[src/rtl/key_conditioner.sv]
// key_conditioner: multi-channel push-button / switch conditioner.
// Each channel runs a 2-flop synchroniser, a counter debouncer, a
// level/edge output selector and an optional hold-to-repeat timer.
module key_conditioner #(
   parameter int unsigned CH_NUM     = 4,
   parameter int unsigned DEB_MAX    = 1000000,
   parameter int unsigned DEB_CNT_W  = 20,
   parameter int unsigned REP_DELAY  = 25000000,
   parameter int unsigned REP_PERIOD = 5000000,
   parameter int unsigned REP_CNT_W  = 25,
   parameter logic        IDLE_LEVEL = 1'b1
) (
   input  logic                clk,
   input  logic                rst_n,
   input  logic [CH_NUM-1:0]   trigger,
   input  logic [2*CH_NUM-1:0] mode,
   input  logic [CH_NUM-1:0]   repeat_en,
   output logic [CH_NUM-1:0]   stable,
   output logic [CH_NUM-1:0]   out
);

   typedef enum logic [1:0] {
      MODE_LEVEL = 2'b00,
      MODE_RISE  = 2'b01,
      MODE_FALL  = 2'b10,
      MODE_BOTH  = 2'b11
   } mode_e;

   localparam logic [DEB_CNT_W-1:0] DEB_LAST = DEB_CNT_W'(DEB_MAX - 1);
   localparam logic [REP_CNT_W-1:0] DLY_LAST = REP_CNT_W'(REP_DELAY - 1);
   localparam logic [REP_CNT_W-1:0] PER_LAST = REP_CNT_W'(REP_PERIOD - 1);

   if (DEB_MAX < 1) begin : g_bad_deb_max
      $error("key_conditioner: DEB_MAX must be >= 1");
   end
   if (REP_DELAY < 2) begin : g_bad_rep_delay
      $error("key_conditioner: REP_DELAY must be >= 2");
   end
   if (REP_PERIOD < 1) begin : g_bad_rep_period
      $error("key_conditioner: REP_PERIOD must be >= 1");
   end
   if ((DEB_MAX >> DEB_CNT_W) != 0) begin : g_bad_deb_w
      $error("key_conditioner: DEB_CNT_W too narrow for DEB_MAX");
   end
   if (((REP_DELAY - 1) >> REP_CNT_W) != 0 || ((REP_PERIOD - 1) >> REP_CNT_W) != 0) begin : g_bad_rep_w
      $error("key_conditioner: REP_CNT_W too narrow for repeat timing");
   end

   for (genvar i = 0; i < CH_NUM; i++) begin : g_ch
      logic                 s1;
      logic                 s2;
      logic                 stb;
      logic                 out_r;
      logic [DEB_CNT_W-1:0] deb_cnt;
      logic [REP_CNT_W-1:0] rep_cnt;
      logic                 rep_phase;
      mode_e                md;
      mode_e                mode_q;
      logic                 accept;
      logic                 stb_nxt;
      logic                 rose;
      logic                 fell;
      logic                 act_lvl;
      logic                 rep_clr;
      logic                 rep_run;
      logic                 rep_hit;
      logic                 rep_pulse;

      assign md      = mode_e'(mode[2*i +: 2]);
      assign accept  = (s2 != stb) && (deb_cnt == DEB_LAST);
      assign stb_nxt = accept ? s2 : stb;
      assign rose    = accept & s2;
      assign fell    = accept & ~s2;

      // Repeat runs only while the post-edge level is the active one and the
      // channel configuration is unchanged since the previous cycle; the press
      // edge itself restarts the timer so it can never coincide with a repeat.
      assign act_lvl   = (md == MODE_RISE);
      assign rep_clr   = !repeat_en[i] || !(md == MODE_RISE || md == MODE_FALL) || (md != mode_q);
      assign rep_run   = !rep_clr && (stb_nxt == act_lvl) && !accept;
      assign rep_hit   = rep_phase ? (rep_cnt == PER_LAST) : (rep_cnt == DLY_LAST);
      assign rep_pulse = rep_run & rep_hit;

      assign stable[i] = stb;
      assign out[i]    = out_r;

      // Two-stage synchroniser for the asynchronous pin.
      always_ff @(posedge clk or negedge rst_n) begin
         if (!rst_n) begin
            s1 <= IDLE_LEVEL;
            s2 <= IDLE_LEVEL;
         end else begin
            s1 <= trigger[i];
            s2 <= s1;
         end
      end

      // Debouncer: accept a new level after DEB_MAX consecutive differing samples.
      always_ff @(posedge clk or negedge rst_n) begin
         if (!rst_n) begin
            stb     <= IDLE_LEVEL;
            deb_cnt <= '0;
         end else begin
            stb <= stb_nxt;
            if (s2 == stb || accept) begin
               deb_cnt <= '0;
            end else begin
               deb_cnt <= deb_cnt + DEB_CNT_W'(1);
            end
         end
      end

      // Hold-to-repeat timer: initial delay phase, then periodic phase.
      always_ff @(posedge clk or negedge rst_n) begin
         if (!rst_n) begin
            rep_cnt   <= '0;
            rep_phase <= 1'b0;
            mode_q    <= MODE_LEVEL;
         end else begin
            mode_q <= md;
            if (!rep_run) begin
               rep_cnt   <= '0;
               rep_phase <= 1'b0;
            end else if (rep_hit) begin
               rep_cnt   <= '0;
               rep_phase <= 1'b1;
            end else begin
               rep_cnt <= rep_cnt + REP_CNT_W'(1);
            end
         end
      end

      // Registered output selected by the channel mode.
      always_ff @(posedge clk or negedge rst_n) begin
         if (!rst_n) begin
            out_r <= 1'b0;
         end else begin
            unique case (md)
               MODE_LEVEL: out_r <= stb;
               MODE_RISE:  out_r <= rose | rep_pulse;
               MODE_FALL:  out_r <= fell | rep_pulse;
               MODE_BOTH:  out_r <= rose | fell;
               default:    out_r <= 1'b0;
            endcase
         end
      end
   end

endmodule

[config.mk]
export PLATFORM = sky130hd
export DESIGN_NAME = key_conditioner
export DESIGN_NICKNAME = d
export VERILOG_FILES = /design/src/rtl/key_conditioner.sv
export SDC_FILE = /design/constraint.sdc
export NUM_CORES = 1
export LEC_CHECK = 0
export CAP_MARGIN = 20
export CORE_ASPECT_RATIO = 1.5
export CORE_MARGIN = 10
export CORE_UTILIZATION = 30
export DETAILED_ROUTE_END_ITERATION = 7
export PLACE_DENSITY = 0.43
export RECOVER_POWER = 50
export SLEW_MARGIN = 20
export SYNTH_ARGS = -nofsm -noshare
export SYNTH_HDL_FRONTEND = slang
export SYNTH_SLANG_ARGS = --single-unit
[constraint.sdc]
create_clock -name clk -period 2.5 [get_ports clk]
set_clock_uncertainty 0.15 [all_clocks]
set_input_delay 0.375 -clock clk [delete_from_list [all_inputs] [get_ports clk]]
set_output_delay 0.375 -clock clk [all_outputs]
set_load 0.05 [all_outputs]
# Yosys cells after proc, flatten, opt, wreduce, memory -nomap -nowiden
# Cells that the tools add are included.
# W data, S select, Z words.
word_totals:
  register_bits: 208
  in_bits: 18
classes:
  add_sub_neg: 8
  eq_ne: 44
  mux: 32
  n_bitwise: 28
  n_reduce_logical: 48
ops:
  columns: ["operator", "n"]
  rows:
  - ["$mux W25", 8]
  - ["$add A25 B1 Y25 const B", 4]
  - ["$eq A25 B23 Y1 const B", 4]
  - ["$eq A25 B25 Y1 const B", 4]
  - ["$add A20 B1 Y20 const B", 4]
  - ["$eq A20 B20 Y1 const B", 4]
  - ["$mux W20", 4]
  - ["$eq A2 B2 Y1 const B", 8]
  - ["$logic_not A1 Y1", 16]
  - ["$logic_or A1 B1 Y1", 16]
  - ["$mux W1", 16]
  - ["$pmux W1 S4", 4]
  - ["$and A1 B1 Y1", 12]
  - ["$logic_and A1 B1 Y1", 12]
  - ["$or A1 B1 Y1", 12]
  - ["$eq A1 B1 Y1", 8]
  - ["$eq A2 B1 Y1 const B", 4]
  - ["$logic_not A2 Y1", 4]
  - ["$ne A2 B1 Y1 const B", 4]
  - ["$ne A2 B2 Y1", 4]
  - ["$ne A1 B1 Y1", 4]
  - ["$not A1 Y1", 4]

# Logic depth before layout (Yosys ltp)
logic_depth:
  ltp_word: 11
  depth_mapped: 9
  depth_no_buf: 7

# Least setup slack after synthesis
# Ideal clock, no wire load.
synth_timing:
  kind: "register -> register"
  startpoint: "reg g_ch[1].rep_cnt[7]"
  endpoint: "reg g_ch[1].rep_cnt[11]"
  arrival_ns: 2.177
  required_ns: 2.230
  slack_ns: 0.053
  stages_incl_launch_ff: 8
  n_path_buf: 2
  period_less_slack_ns: 2.447
  cell_sequence: "dfrtp_1 -> or4b_1 -> or4_4 -> a2111oi_4 -> nand2b_1 -> buf_4 -> buf_6 -> nor2_1"
synth_between:
  elab_chain_len: 4
  elab_cells_between_ends: 6
synth_rtl:
  columns: ["element", "line", "text"]
  rows:
  - ["start: declaration", "55", "logic [REP_CNT_W-1:0] rep_cnt;"]
  - ["start signal: assignment", "128", "rep_cnt <= rep_cnt + REP_CNT_W'(1);"]
  - ["parallel branches: the longest is 2 deep, another holds $add A25 B1 Y25", null, null]
  - ["$mux W25 *", "124", "end else if (rep_hit) begin"]
  - ["$mux W25 *", "121", "if (!rep_run) begin"]
# Every way passes the cells marked *.
# A chain may end at the register's enable or synchronous reset.

# Worst setup path after layout
layout_timing:
  startpoint: "reg g_ch[1].deb_cnt[12]"
  endpoint: "reg g_ch[1].rep_cnt[13]"
layout_between:
  elab_chain_len: 7
  elab_cells_between_ends: 8
layout_rtl:
  columns: ["element", "line", "text"]
  rows:
  - ["start: declaration", "54", "logic [DEB_CNT_W-1:0] deb_cnt;"]
  - ["start signal: assignment", "108", "deb_cnt <= deb_cnt + DEB_CNT_W'(1);"]
  - ["$eq A20 B20 Y1 *", "70", "assign accept = (s2 != stb) && (deb_cnt == DEB_LAST);"]
  - ["$logic_and A1 B1 Y1 *", "70", null]
  - ["$mux W1", "71", "assign stb_nxt = accept ? s2 : stb;"]
  - ["$eq A1 B1 Y1", "80", "assign rep_run = !rep_clr && (stb_nxt == act_lvl) && !accept;"]
  - ["$logic_and A1 B1 Y1", "80", null]
  - ["$logic_and A1 B1 Y1 *", "80", null]
  - ["$mux W25 *", "121", null]
# Every way passes the cells marked *; elsewhere a longest branch is shown, timed or not.

==> key figures <==
STA
  • Final setup fails: 0
  • Worst hold-check slack: 0.186 ns
  • RSZ-0062 raised after global routing: yes
  • Slew @ Worst Pin: between 1 and 1.5 ns
  • Fin Setup TNS: 0 ns
  • Min setup slack post-route: 0.0536 ns
  • Fmax: 409 MHz
  • Final critical-path share of the clock period: between 90% and 100%
  • Min cycle time layout: approximately 2.4 ns
  • Final Max Tran Viols: 0
  • Worst rel slew slack: 29.2%
  • Final Hold Viols: 0

Routing
  • Post-DRT Antenna Nets: 0
  • DRT Pass-1 Iters: 5
  • Final WL: roughly 23 mm
  • Vias per inst: 4.63
  • Via Count: between 7k and 8k
  • DRC: 0
  • Starting DRT DRC Count: around 270
  • Wirelength per Cell: around 14 um

Yosys
  • Synthesized instance count: 1077
  • Number of flops mapped to enable cells by yosys: 0
  • Ys async rst share: 100%
  • Mux share of post-synthesis cell area: 0.536%
  • Yosys warns: 0
  • Synth area leader: dfrtp_1
  • Yosys cell types: 56
  • Synthesized cell area: about 0.011 mm^2
  • Xor/xnor share of the synthesized area: between 10% and 20%
  • Synthesized Nets: between 1k and 1.5k
  • Synthesized flop and latch total: 208
  • Mean post-synth cell area: between 9 and 10 um^2
  • Top post-synthesis cells by area: dfrtp_1 (47%), xor2_1 (7.9%), nor2_1 (7.8%), xnor2_1 (7.3%), dfstp_2 (3.0%)
  • Largest family of logic cells by synthesized area: simple AND/OR/NAND/NOR gates
  • Synth Flop Type: dfrtp_1
  • Top-area cell type share of the netlist area: between 40% and 50%
  • Post-Synth Simple-Gate Area: between 20% and 30%
  • Post-Synth Adder-Cell Area: about 2.9%
  • Post-synthesis sequential area ratio: 49.7%
  • Compound-Gate Fraction of Synth Area: 2.42%

Die
  • Core area: 0.0344 mm^2
  • Die area: about 0.043 mm^2
  • Die width: ~170 um
  • Row Count: 83
  • Die height: around 250 um
  • Ports: 26
  • Initial Util: a little under a third

Placed design
  • GP Congestion: approximately 0.75
  • Post-placement cell count: around 1.6k
  • DPL Wire Length: approximately 15 mm
  • Placed instance area: between 0.01 and 0.015 mm^2
  • Port Buffers: 25
  • Worst slack, placed: -0.157 ns

Clock tree
  • CTS root buffer: clkbuf_16
  • Clock latency on the worst-skew pair: between 0.5 and 0.6 ns
  • CTS tree: yes
  • CTS clk-pin slew, worst paths: 0.06 ns
  • CTS Buf Count: 25
  • CTS max path bufs: 3
  • Clock sink count: 208
  • H-Tree Depth: 1

GRT
  • Total track usage: 10.7%
  • Total congestion overflow: 0
  • Antenna violations before repair: 0
  • Largest net degree at the start of global routing: 62
  • Vias in the first global route: between 8k and 9k
  • First-pass GRT wire length: about 40 mm

Pwr
  • Pwr/cell area: 583 mW/mm^2
  • Worst ir drop on vdd: 398 uV
  • Total Power: around 7.4 mW
  • Leakage: about 5.1 nW

Worst hold path
  • HP Class: reg -> reg

Finish
  • Final instance area: ~0.013 mm^2
  • Area growth syn-to-layout: 20.1%
  • Nets: 1205
  • Layout cells sized above 1: between 10% and 20%
  • Final Non-Filler Cells: between 1.5k and 2k
  • Utilization after layout: a little under two fifths
  • Antenna Cells: 0

Worst setup path
  • CP arrival: about 2.7 ns
  • Endpoint class of the critical path: register
  • Worst path required time: ~2.8 ns
  • Setup crit start kind: register
  • Critical path type: reg -> reg
  • Crit path max fanout: 6

Run status
  • Status: complete, no violations

Flow run
  • Max_cap viols: 0
[timing repair]
action	CTS	global route
hold endpoints to repair	52	0
endpoints found under the setup margin	53	53
cloned	0	5
setup buffers	0	1
gates resized for setup	6	8
hold buffers	1	0
pin swaps	1	2
[cells in the final DEF, fill, tap and decap left out, types with 13 or more instances in the layout]
cell type  Yosys  layout
nor2_1       217     217
dfrtp_1      196     196
xor2_1        95      95
xnor2_1       88      88
nand2_1       75      75
nand3_1       60      60
buf_4         12      47
nand4_1       44      44
nor3_1        38      38
inv_1         35      35
clkbuf_16      0      29
nor4_1        27      27
and3_1        24      24
ha_1          24      24
and4_1        13      13
[Yosys cell counts, types with 4 or more instances]
master / count
buf_2: 5
mux2_2: 5
xor2_1: 95
or4_1: 13
a21oi_1: 6
clkbuf_1: 14
or2_2: 7
nor3_1: 38
and3_1: 24
xnor2_1: 88
nand2_1: 75
nand2b_1: 6
buf_4: 12
o21ai_0: 4
and4_1: 13
nand4_1: 44
ha_1: 24
inv_1: 35
nor4b_1: 5
nand4b_1: 4
nand3_1: 60
and2_1: 4
nor2_1: 217
nor4_1: 27
dfrtp_1: 196
dfstp_2: 12
[kinds of logic (layout without fill, tap and decap cells)]
| group | after synthesis | in the layout |
|---|---|---|
| adder cells (fa/ha/maj) | 24 | 24 |
| AO/OA/AOI/OAI | 32 | 32 |
| XOR/XNOR | 183 | 183 |
| AND/OR/NAND/NOR | 557 | 557 |
| buffers and inverters | 68 | 172 |
| flip-flops | 208 | 208 |
| multiplexers | 5 | 5 |
[final timing paths]
check | start | endpoint | slack [ns] | cells after the start
max | g_ch[1].deb_cnt[12] | g_ch[1].rep_cnt[13] | 0.05 | 6
min | g_ch[3].s1 | g_ch[3].s2 | 0.19 | 0
max reg2reg | g_ch[1].deb_cnt[12] | g_ch[1].rep_cnt[13] | 0.05 | 6
min reg2reg | g_ch[3].s1 | g_ch[3].s2 | 0.19 | 0
max in group asynchronous | rst_n | g_ch[1].rep_cnt[12] | 0.54 | 3
min in group asynchronous | rst_n | g_ch[3].deb_cnt[3] | 0.20 | 2
[layout make-up]
cell class	count	area, um^2
timing repair buffer	92	866
clock buffer	34	689
sequential	208	5220
clock inverter	11	111
inverter	35	131
tap	467	584
multi-input combinational	801	5010
fill	3467	21800
[registers in the layout, summed over array words and instances, names as in the netlist]
register	count
g_ch.deb_cnt	80
g_ch.mode_q	8
g_ch.out_r	4
g_ch.rep_cnt	100
g_ch.rep_phase	4
g_ch.s1	4
g_ch.s2	4
g_ch.stb	4
[worst max-delay path: stages (launching register included)]
cell and delay, ns:
dfrtp_1 0.38, or4_1 0.53, or4_4 0.56, o31a_1 0.34, nand2b_4 0.17, clkbuf_16 0.17
nor2_1 0.04
[layer usage]
layer	vias to the layer above	routed length, um	track usage (%)
met1	3701	9730	12.3
li1	3822	-	-
met4	0	457	3.42
met3	32	805	1.85
met2	80	12000	19.7
met5	-	0	0
[report_power, final]
part	internal (mW)	total, mW	switching (mW)
logic	0.123	0.308	0.185
registers	3.41	3.43	0.0277
clock network	2.13	3.62	1.48
total	5.66	7.36	1.69
(Power assumes the default switching activity.)
